==> src/rtl/music_pkg.sv <==
// Shared encodings and default widths for the song sequencing blocks.
package music_pkg;
   localparam int SONG_BITS      = 2;
   localparam int NOTE_ADDR_BITS = 5;
   localparam int NOTE_BITS      = 6;
   localparam int DUR_BITS       = 6;

   // A zero duration marks the end of a song in ROM.
   localparam int END_MARKER = 0;

   typedef enum logic [1:0] {
      IDLE  = 2'b00,
      FETCH = 2'b01,
      WAIT  = 2'b10,
      DONE  = 2'b11
   } state_t;
endpackage

==> src/rtl/note_index_counter.sv <==
// Per-song note index: enable-driven up counter with sync clear and terminal count.
module note_index_counter #(
   parameter int W = music_pkg::NOTE_ADDR_BITS
) (
   input  logic         clk,
   input  logic         reset,
   input  logic         clear,
   input  logic         en,
   output logic [W-1:0] idx,
   output logic         tc
);
   always_ff @(posedge clk or negedge reset) begin
      if (!reset)     idx <= '0;
      else if (clear) idx <= '0;
      else if (en)    idx <= idx + W'(1);
   end

   assign tc = &idx;
endmodule

==> src/rtl/song_reader.sv <==
// Walks one song's notes out of ROM, strobing each note to the player and
// reporting end of song to the transport controller.
module song_reader #(
   parameter int SONG_BITS      = music_pkg::SONG_BITS,
   parameter int NOTE_ADDR_BITS = music_pkg::NOTE_ADDR_BITS,
   parameter int NOTE_BITS      = music_pkg::NOTE_BITS,
   parameter int DUR_BITS       = music_pkg::DUR_BITS,
   parameter int ROM_LATENCY    = 1
) (
   input  logic                              clk,
   input  logic                              reset,
   input  logic                              play,
   input  logic                              reset_play,
   input  logic [SONG_BITS-1:0]              song,
   input  logic                              note_done,
   output logic [SONG_BITS+NOTE_ADDR_BITS-1:0] rom_addr,
   input  logic [NOTE_BITS+DUR_BITS-1:0]     rom_data,
   output logic [NOTE_BITS-1:0]              note,
   output logic [DUR_BITS-1:0]               duration,
   output logic                              new_note,
   output logic                              song_done
);
   import music_pkg::*;

   localparam int LAT_W = (ROM_LATENCY > 1) ? $clog2(ROM_LATENCY) : 1;

   state_t                    state, state_nxt;
   logic [LAT_W-1:0]          lat_cnt, lat_nxt;
   logic [NOTE_ADDR_BITS-1:0] idx;
   logic                      idx_tc, idx_en, load, nn_nxt, sd_nxt;
   logic [NOTE_BITS-1:0]      rom_note;
   logic [DUR_BITS-1:0]       rom_dur;
   logic                      fetch_last, is_end;

   note_index_counter #(.W(NOTE_ADDR_BITS)) u_idx (
      .clk   (clk),
      .reset (reset),
      .clear (reset_play),
      .en    (idx_en),
      .idx   (idx),
      .tc    (idx_tc)
   );

   assign rom_addr   = {song, idx};
   assign rom_note   = rom_data[NOTE_BITS+DUR_BITS-1:DUR_BITS];
   assign rom_dur    = rom_data[DUR_BITS-1:0];
   assign fetch_last = (lat_cnt == LAT_W'(ROM_LATENCY-1));
   assign is_end     = (rom_dur == DUR_BITS'(END_MARKER));

   always_comb begin
      state_nxt = state;
      lat_nxt   = lat_cnt;
      idx_en    = 1'b0;
      load      = 1'b0;
      nn_nxt    = 1'b0;
      sd_nxt    = 1'b0;
      if (reset_play) begin
         // Restart overrides any coincident note_done or end marker.
         state_nxt = IDLE;
         lat_nxt   = '0;
      end else begin
         case (state)
            IDLE: begin
               if (play) begin
                  state_nxt = FETCH;
                  lat_nxt   = '0;
               end
            end
            FETCH: begin
               lat_nxt = lat_cnt + LAT_W'(1);
               if (fetch_last) begin
                  lat_nxt = '0;
                  if (is_end) begin
                     sd_nxt    = 1'b1;
                     state_nxt = DONE;
                  end else begin
                     load      = 1'b1;
                     nn_nxt    = 1'b1;
                     state_nxt = WAIT;
                  end
               end
            end
            WAIT: begin
               if (note_done) begin
                  // The last slot always ends the song instead of wrapping.
                  if (idx_tc) begin
                     sd_nxt    = 1'b1;
                     state_nxt = DONE;
                  end else begin
                     idx_en    = 1'b1;
                     lat_nxt   = '0;
                     state_nxt = play ? FETCH : IDLE;
                  end
               end
            end
            DONE: ;
            default: state_nxt = IDLE;
         endcase
      end
   end

   always_ff @(posedge clk or negedge reset) begin
      if (!reset) begin
         state     <= IDLE;
         lat_cnt   <= '0;
         note      <= '0;
         duration  <= '0;
         new_note  <= 1'b0;
         song_done <= 1'b0;
      end else begin
         state     <= state_nxt;
         lat_cnt   <= lat_nxt;
         new_note  <= nn_nxt;
         song_done <= sd_nxt;
         if (reset_play) begin
            note     <= '0;
            duration <= '0;
         end else if (load) begin
            note     <= rom_note;
            duration <= rom_dur;
         end
      end
   end
endmodule

==> config.mk <==
export PLATFORM = sky130hd
export DESIGN_NAME = song_reader
export DESIGN_NICKNAME = d
export VERILOG_FILES = /design/src/rtl/music_pkg.sv /design/src/rtl/note_index_counter.sv /design/src/rtl/song_reader.sv
export SDC_FILE = /design/constraint.sdc
export NUM_CORES = 1
export LEC_CHECK = 0
export ABC_AREA = 1
export BUFFER_PORTS_ARGS = -buffer_cell sky130_fd_sc_hd__buf_2
export CELL_PAD_IN_SITES_DETAIL_PLACEMENT = 1
export CELL_PAD_IN_SITES_GLOBAL_PLACEMENT = 1
export CORE_ASPECT_RATIO = 1.2
export CORE_MARGIN = 5
export CORE_UTILIZATION = 34
export CTS_BUF_LIST = sky130_fd_sc_hd__clkbuf_8 sky130_fd_sc_hd__clkbuf_16
export DETAILED_ROUTE_END_ITERATION = 16
export PLACE_DENSITY = 0.82
export SYNTH_ARGS = -nofsm -noshare
export SYNTH_HDL_FRONTEND = slang
export SYNTH_SLANG_ARGS = --single-unit
==> constraint.sdc <==
create_clock -name clk -period 1.8 [get_ports clk]
set_clock_uncertainty 0.1 [all_clocks]
set_input_delay 0 -clock clk [delete_from_list [all_inputs] [get_ports clk]]
set_output_delay 0 -clock clk [all_outputs]
set_load 0.03 [all_outputs]
* After elaboration in Yosys (flattened, before gate mapping)
Index checks and enable logic that the tools add are counted.
Word-level totals: register bits after elaboration 22, bits of input ports 19, output and inout bits 21, word-level logic and storage cells 57
Operators by class: add/sub/neg operators 2, equal/unequal tests 6, multiplexer cells 34, reductions and logical operators 8
Operators by type and width (number):
- $mux 6 | 4
- $mux 1 | 20
- $ne 3x3->1 const B | 4
- $mux 2 | 5
- $mux 5 | 2
- $reduce_and 4->1 | 2
- $logic_not 6->1 | 1
- $pmux 2 s3 | 1
- $add 5x1->5 const B | 1
- $reduce_and 5->1 | 1
- $reduce_bool 2->1 | 2
- $reduce_bool 4->1 | 1
- $pmux 1 s3 | 1
- $eq 2x1->1 const B | 1
- $eq 2x2->1 const B | 1
- $logic_not 2->1 | 1
- $pmux 1 s2 | 1
- $add 1x1->1 const B | 1

* Longest topological paths before layout
Gate-level depths: netlist of the first run.
depth in word-level cells 7, mapped depth 9, gate-level depth less buffers 9

* By module
A second synthesis of the first run with hierarchy kept.
Unflattened totals: cells, all modules 133, area, all modules 1167.4 µm²
Modules (own cells, without submodules):
- song_reader | instances 1, cells an instance 102, area each 897.1 µm², sequential area each 400.4 µm²
- note_index_counter | instances 1, cells an instance 31, area each 270.3 µm², sequential area each 125.1 µm²

* Worst setup path after synthesis of the first run
No wires, ideal clock.
kind reg-to-reg, start reg u_idx.idx[0], end reg u_idx.idx[2], library setup time 124 ps, arrival time 1530 ps, data required time 1576 ps, slack 47 ps, cell stages (with the launch flop) 9, path buffers 0, clock period less this slack 1753 ps, cells stage by stage dfrtp_1 > ha_1 > nand2_1 > nor2_1 > ha_1 > nor2_1 > nand2_1 > o21ai_0 > a21oi_1
On the way: word-level cells in the longest chain between the ends 6, elaborated cells on any way between the ends 9, those cells by class add/sub: 1; mux: 6; reduce/logical: 2
RTL lines:
- start, declared | line note_index_counter.sv:9 | output logic [W-1:0] idx,
- start signal, assigned | line note_index_counter.sv:15 | else if (en) idx <= idx + W'(1);
- $reduce_and 5->1 | line note_index_counter.sv:18 | assign tc = &idx;
- $mux 1 | line song_reader.sv:86 | if (idx_tc) begin
- $mux 1 | line song_reader.sv:84 | if (note_done) begin
- $mux 1 | line song_reader.sv:62 | case (state)
- $mux 1 | line song_reader.sv:57 | if (reset_play) begin
- $reduce_bool 2->1 (no line)
Parallel ways exist; a longest one is shown, timed or not. The select of a mux whose other input is x is not followed. A chain may end at the register's enable or synchronous reset.

* Worst setup path in the final report of the first run
start reg u_idx.idx[1], end reg u_idx.idx[2]
The elaborated chain is that of the path after synthesis.

==> metrics, run 1 <==
Crit path required time=1.88 ns; RD Place Congestion=0.728; outcome=finished clean; diodes inserted=0; Die Height=70.5 µm; final worst path period need=1.69 ns; Reg area=526 µm²; CP Launch Type=register; Hold/Removal Path Class=input pin to register; largest net degree at the start of global routing=22; total gr overflow=0; footprint of the multi-input gates=448 µm²; drt drc=0; crit-path cells=ha_1 -> nand2_1 -> nor2_1 -> ha_2 -> nor2_2 -> nand2_2 -> inv_2 -> nand2_1 -> a21oi_2; wire per inst=14.1 µm; htree depth=1; fmax=593 MHz; CP most frequent cell=nand2_1; Syn Area/Cell=8.44 µm²; Worst Setup SP=u_idx.idx[1]; Pins Over Slew Limit=0; Clk network pwr share=0.190; post-layout util=0.483; post-synth top area share=0.506; core area=3000 µm²; Placed Cells=189; drt first pass iters=4; Sequential Power Share=0.386; post-DP HPWL=2.15 mm; WS Path Type=register to register; worst-margin pin slew=0.492 ns; die area=4260 µm²; Initial Util=0.346; final worst setup slack=0.113 ns; number of nets in the layout=200; Total GRT Usage=0.146; Max Root-Sink Buffers=2; relative slew slack=0.672; area delta synth->final=39.6%; Arrival @ worst endpoint=1.77 ns; CTS tree=yes; Mapped Area=1040 µm²; die width=60.5 µm; drt initial violations=20; Ports=40; # rows=22; Worst VDD drop=0.436 mV; Slowest-stage cell, CP=dfrtp_1; CP Max Fanout=7; total power=1.58 mW; pre-CTS setup slack=-0.00858 ns; synth warn=0; post-synthesis sequential area ratio=0.506; Clock transition at path regs=0.08 ns; PD cells=1090 nW/µm²; total CTS buffers=3; FF-to-FF path depth=9; Hold EP=state[1]; number of synthesized register bits=21; initial antenna violation count=0; Worst Hold Depth=5; Avg Vias per Cell=4.72; via count=995; port bufs=35; WHS=0.109 ns; R2R setup slack=0.11 ns; Routed WL=2.97 mm; Pint=0.931 mW; RR Endpoint=u_idx.idx[2]; total of max-cap violations=0; crit share post-route=0.937; Sw Share=0.410; crit end category=register; HP Start=play; Switching Power=0.647 mW; Cells after Synth=123; share of cells above drive strength 1=0.274; combinational fraction of design power=0.424; main area contributors after synthesis=dfrtp_1, nand2_1, nand3_1, ha_1, nor2_1; vias in the first global route=1,096; Synth area leader=dfrtp_1; ANT nets after route=0; Skew-Pair Late Insertion Delay=0.25 ns; Worst R2R Start=u_idx.idx[1]; Leak=0.804 nW; Num Clock Sinks=21; final count of negative-setup-slack endpoints=0; Finished Layout Cells=211; Final Hold Vio Count=0; Fill cells=374; Cell variety after synth=20; first-pass GRT wire length=4.89 mm; Synth Net Count=147; largest stage delay on the critical path=0.43 ns; clock root buffer=clkbuf_8
cell usage after synthesis:
cell type,number
a21oi_1,5
buf_2,1
buf_4,2
buf_6,2
dfrtp_1,21
ha_1,5
inv_1,7
inv_2,2
nand2_1,37
nand2_4,1
nand3_1,15
nand3_2,1
nand4_1,1
nor2_1,16
nor2_4,1
nor3_1,1
o21a_1,1
o21ai_0,1
o21ai_1,2
xor2_1,1
worst max-delay path, delay by kind of cell (launching register included):
family                   cells  cell delay, ns
AO/OA/AOI/OAI                1            0.14
AND/OR/NAND/NOR              5            0.45
adder cells (fa/ha/maj)      2            0.40
flip-flops                   1            0.43
buffers and inverters        1            0.09
worst max path at each step:
stage,endpoint,slack (ns),depth (start not counted)
2_1_floorplan,u_idx.idx[2],0.05,8
3_3_place_gp,u_idx.idx[2],0.14,8
3_5_place_dp,u_idx.idx[2],-0.009,8
4_1_cts,u_idx.idx[2],0.04,9
5_1_grt,u_idx.idx[4],-0.002,9
6_report,u_idx.idx[2],0.11,9
flip-flops by register name, indices dropped and copies added (netlist names):
signal,cells
state,2
note,6
u_idx.idx,5
duration,6
song_done,1
new_note,1
metrics by stage:
step                 TNS, ns  cell area (µm²)
floorplan                  0             1040
global placement           0             1220
detailed placement  -0.00858             1220
CTS                        0             1430
global route        -0.00229             1450
finish                     0             1450
final cells by class:
type                       instances  area share
clock buffer                       3      0.0285
clock inverter                     1     0.00259
inverter                           9      0.0233
multi-input combinational         88       0.309
sequential                        21       0.362
tap                               36      0.0311
timing repair buffer              53       0.243
cells in the final DEF, fill, tap and decap left out, types with 2 or more instances in the layout:
master	instances
inv_2	2
dfrtp_1	21
ha_1	4
clkbuf_8	3
o21ai_1	3
buf_2	35
inv_1	8
nand3_1	15
a21oi_1	4
dlygate4sd3_1	17
nor2_1	15
nand2_1	36
what timing repair did:
action                                  4_1_cts  5_1_grt
buffers inserted                              0        1
hold endpoints to repair                     39        0
gates resized for setup                       2        3
endpoints found under the setup margin        1        5
hold buffers                                 17        0
pin swaps                                     0        0
cells by family after synthesis:
logic type	share of synthesized area
adder cells (fa/ha/maj)	0.0602
AO/OA/AOI/OAI	0.0458
flip-flops	0.506
AND/OR/NAND/NOR	0.306
XOR/XNOR	0.00844
buffers and inverters	0.0735
layer usage:
metal / vias to the layer above / global-route usage / share of wire
met5: - / 0 / 0
met2: 28 / 0.263 / 0.51
met1: 473 / 0.180 / 0.42
li1: 492 / - / -
met4: 0 / 0.0265 / 0.0057
met3: 2 / 0.0255 / 0.060
power by group through the flow:
stage	combinational [mW]	clock, mW	sequential, mW
final	0.670	0.299	0.609
after global routing	0.751	0.337	0.620
after CTS	0.670	0.309	0.611
after detailed placement	0.630	0	0.620
after global placement	0.605	0	0.613
after floorplan	0.345	0	0.746
No activity file was read; power rests on OpenSTA's default activity.
==> run 2: changes to the inputs <==
==> constraint.sdc (replaced) <==
create_clock -name clk -period 1.8 [get_ports clk]
set_clock_uncertainty 0.1 [all_clocks]
set_input_delay 0.27 -clock clk [delete_from_list [all_inputs] [get_ports clk]]
set_output_delay 0.27 -clock clk [all_outputs]
set_load 0.03 [all_outputs]
==> run 2 against run 1 <==
  * Combinational power shrank 4.9%
  * Via count is 4.3% lower
  * Register-to-register slack worse by 0.03 ns
  * Setup slack worse by 0.026 ns
  * Non-clock buffer count fell by 15
  * Sequential power barely moved
  * Critical path type unchanged
  * Critical endpoint unchanged
==> metrics, run 2 (synthesis gave the netlist of run 1 again) <==
outcome=finished clean; vias in the first global route=1,014 (-7.5%); Total GRT Usage=0.137 (-0.00876); final count of negative-setup-slack endpoints=0 (unchanged); biggest regs=duration x6, note x6, u_idx.idx x5; clock root buffer=clkbuf_8; core area=3000 µm² (unchanged); wire per inst=14.4 µm (+2.2%); via count=952 (-4.3%); Die Height=70.5 µm (unchanged); relative slew slack=0.679 (+0.00732); Num Clock Sinks=21 (unchanged); initial antenna violation count=0 (unchanged); # rows=22 (unchanged); drt first pass iters=4 (unchanged); crit end category=register; area delta synth->final=24.6%; Initial Util=0.346 (unchanged); footprint of the multi-input gates=444 µm² (-0.84%); Avg Vias per Cell=4.86 (+3.0%); share of cells above drive strength 1=0.300 (+0.0257); total CTS buffers=3 (unchanged); number of nets in the layout=185 (-7.5%); Fill cells=382 (+2.1%); Routed WL=2.82 mm (-5.0%); Clock transition at path regs=0.08 ns (about the same); die area=4260 µm² (unchanged); WHS=0.115 ns (+0.00589 ns); Arrival @ worst endpoint=1.79 ns (+0.02 ns); most common cell after layout, fill and taps aside=nand2_1; drt drc=0 (unchanged); commonest non-fill, non-tap cells in the layout=nand2_1, buf_2, dfrtp_1; Reg area=526 µm² (unchanged); die width=60.5 µm (unchanged); diodes inserted=0 (unchanged); Skew-Pair Late Insertion Delay=0.25 ns (about the same); CP Max Fanout=7 (unchanged); PD cells=1200 nW/µm² (+9.8%); htree depth=1 (unchanged); Hold/Removal Path Class=input pin to register; Crit path required time=1.88 ns (about the same); final worst path period need=1.71 ns (+0.0264 ns); final worst setup slack=0.0862 ns (-0.0264 ns); Final Hold Vio Count=0 (unchanged); pre-CTS setup slack=-0.00858 ns (unchanged); Max Root-Sink Buffers=2 (unchanged); port bufs=35 (unchanged); Worst VDD drop=0.402 mV (-7.9%); ANT nets after route=0 (unchanged); total gr overflow=0 (unchanged); WS Path Type=register to register; largest net degree at the start of global routing=22 (unchanged); total of max-cap violations=0 (unchanged); Pins Over Slew Limit=0 (unchanged); drt initial violations=23 (+15%); Ports=40 (unchanged); worst-margin pin slew=0.481 ns (-0.0110 ns); Finished Layout Cells=196 (-7.1%); Leak=0.743 nW (-7.6%); first-pass GRT wire length=4.60 mm (-5.9%); total power=1.55 mW (-2.0%); Placed Cells=189 (unchanged); fmax=584 MHz (-1.5%); setup_tns=0 ns (unchanged); crit share post-route=0.952 (+0.0147); CTS tree=yes; RD Place Congestion=0.728 (unchanged); post-DP HPWL=2.15 mm (unchanged); CP Launch Type=register
## run 2: cell type report
type | count | area share
sequential | 21 | 0.406
multi-input combinational | 88 | 0.343
timing repair buffer | 38 | 0.155
tap | 36 | 0.0348
clock buffer | 3 | 0.0319
inverter | 9 | 0.0261
clock inverter | 1 | 0.00290
## run 2: where the power goes
group,switching [mW],internal [mW]
Combinational,0.436,0.201
Clock,0.149,0.152
Sequential,0.0522,0.557
## run 2: what timing repair did
action                                 4_1_cts  5_1_grt
endpoints found under the hold margin       21        0
hold buffers                                 1        0
buffers inserted                             0        2
setup endpoints to repair                    1        5
resized for setup                            2        2
pin swaps                                    0        0
## run 2: per-stage QoR
step	instance area, µm²	util
floorplan	1040	-
global placement	1220	0.405
detailed placement	1220	0.405
CTS	1270	0.425
global route	1290	0.431
finish	1290	0.431
## run 2: final timing paths
check	start	end	slack (ns)	cells past startpoint
setup reg to reg	u_idx.idx[1]	u_idx.idx[2]	0.09	9
min in group asynchronous	reset	note[3]	0.41	2
hold / removal	rom_data[8]	note[2]	0.12	3
hold reg to reg	duration[2]	duration[2]	0.41	2
setup / recovery	u_idx.idx[1]	u_idx.idx[2]	0.09	9
max in group asynchronous	reset	duration[3]	0.86	2
## run 2: critical path, cell delays in order (launching register included)
cell,delay [ns]
dfrtp_1,0.42
ha_1,0.21
nand2_1,0.10
nor2_1,0.06
ha_2,0.19
nor2_2,0.12
nand2_2,0.12
inv_2,0.10
nand2_1,0.06
a21oi_1,0.15
## run 2: layer usage
metal,GRT usage,up-vias,share of wire
met4,0.0217,0,0.0060
met1,0.174,460,0.41
met2,0.237,26,0.50
met5,0,-,0
li1,-,464,-
met3,0.0347,2,0.077
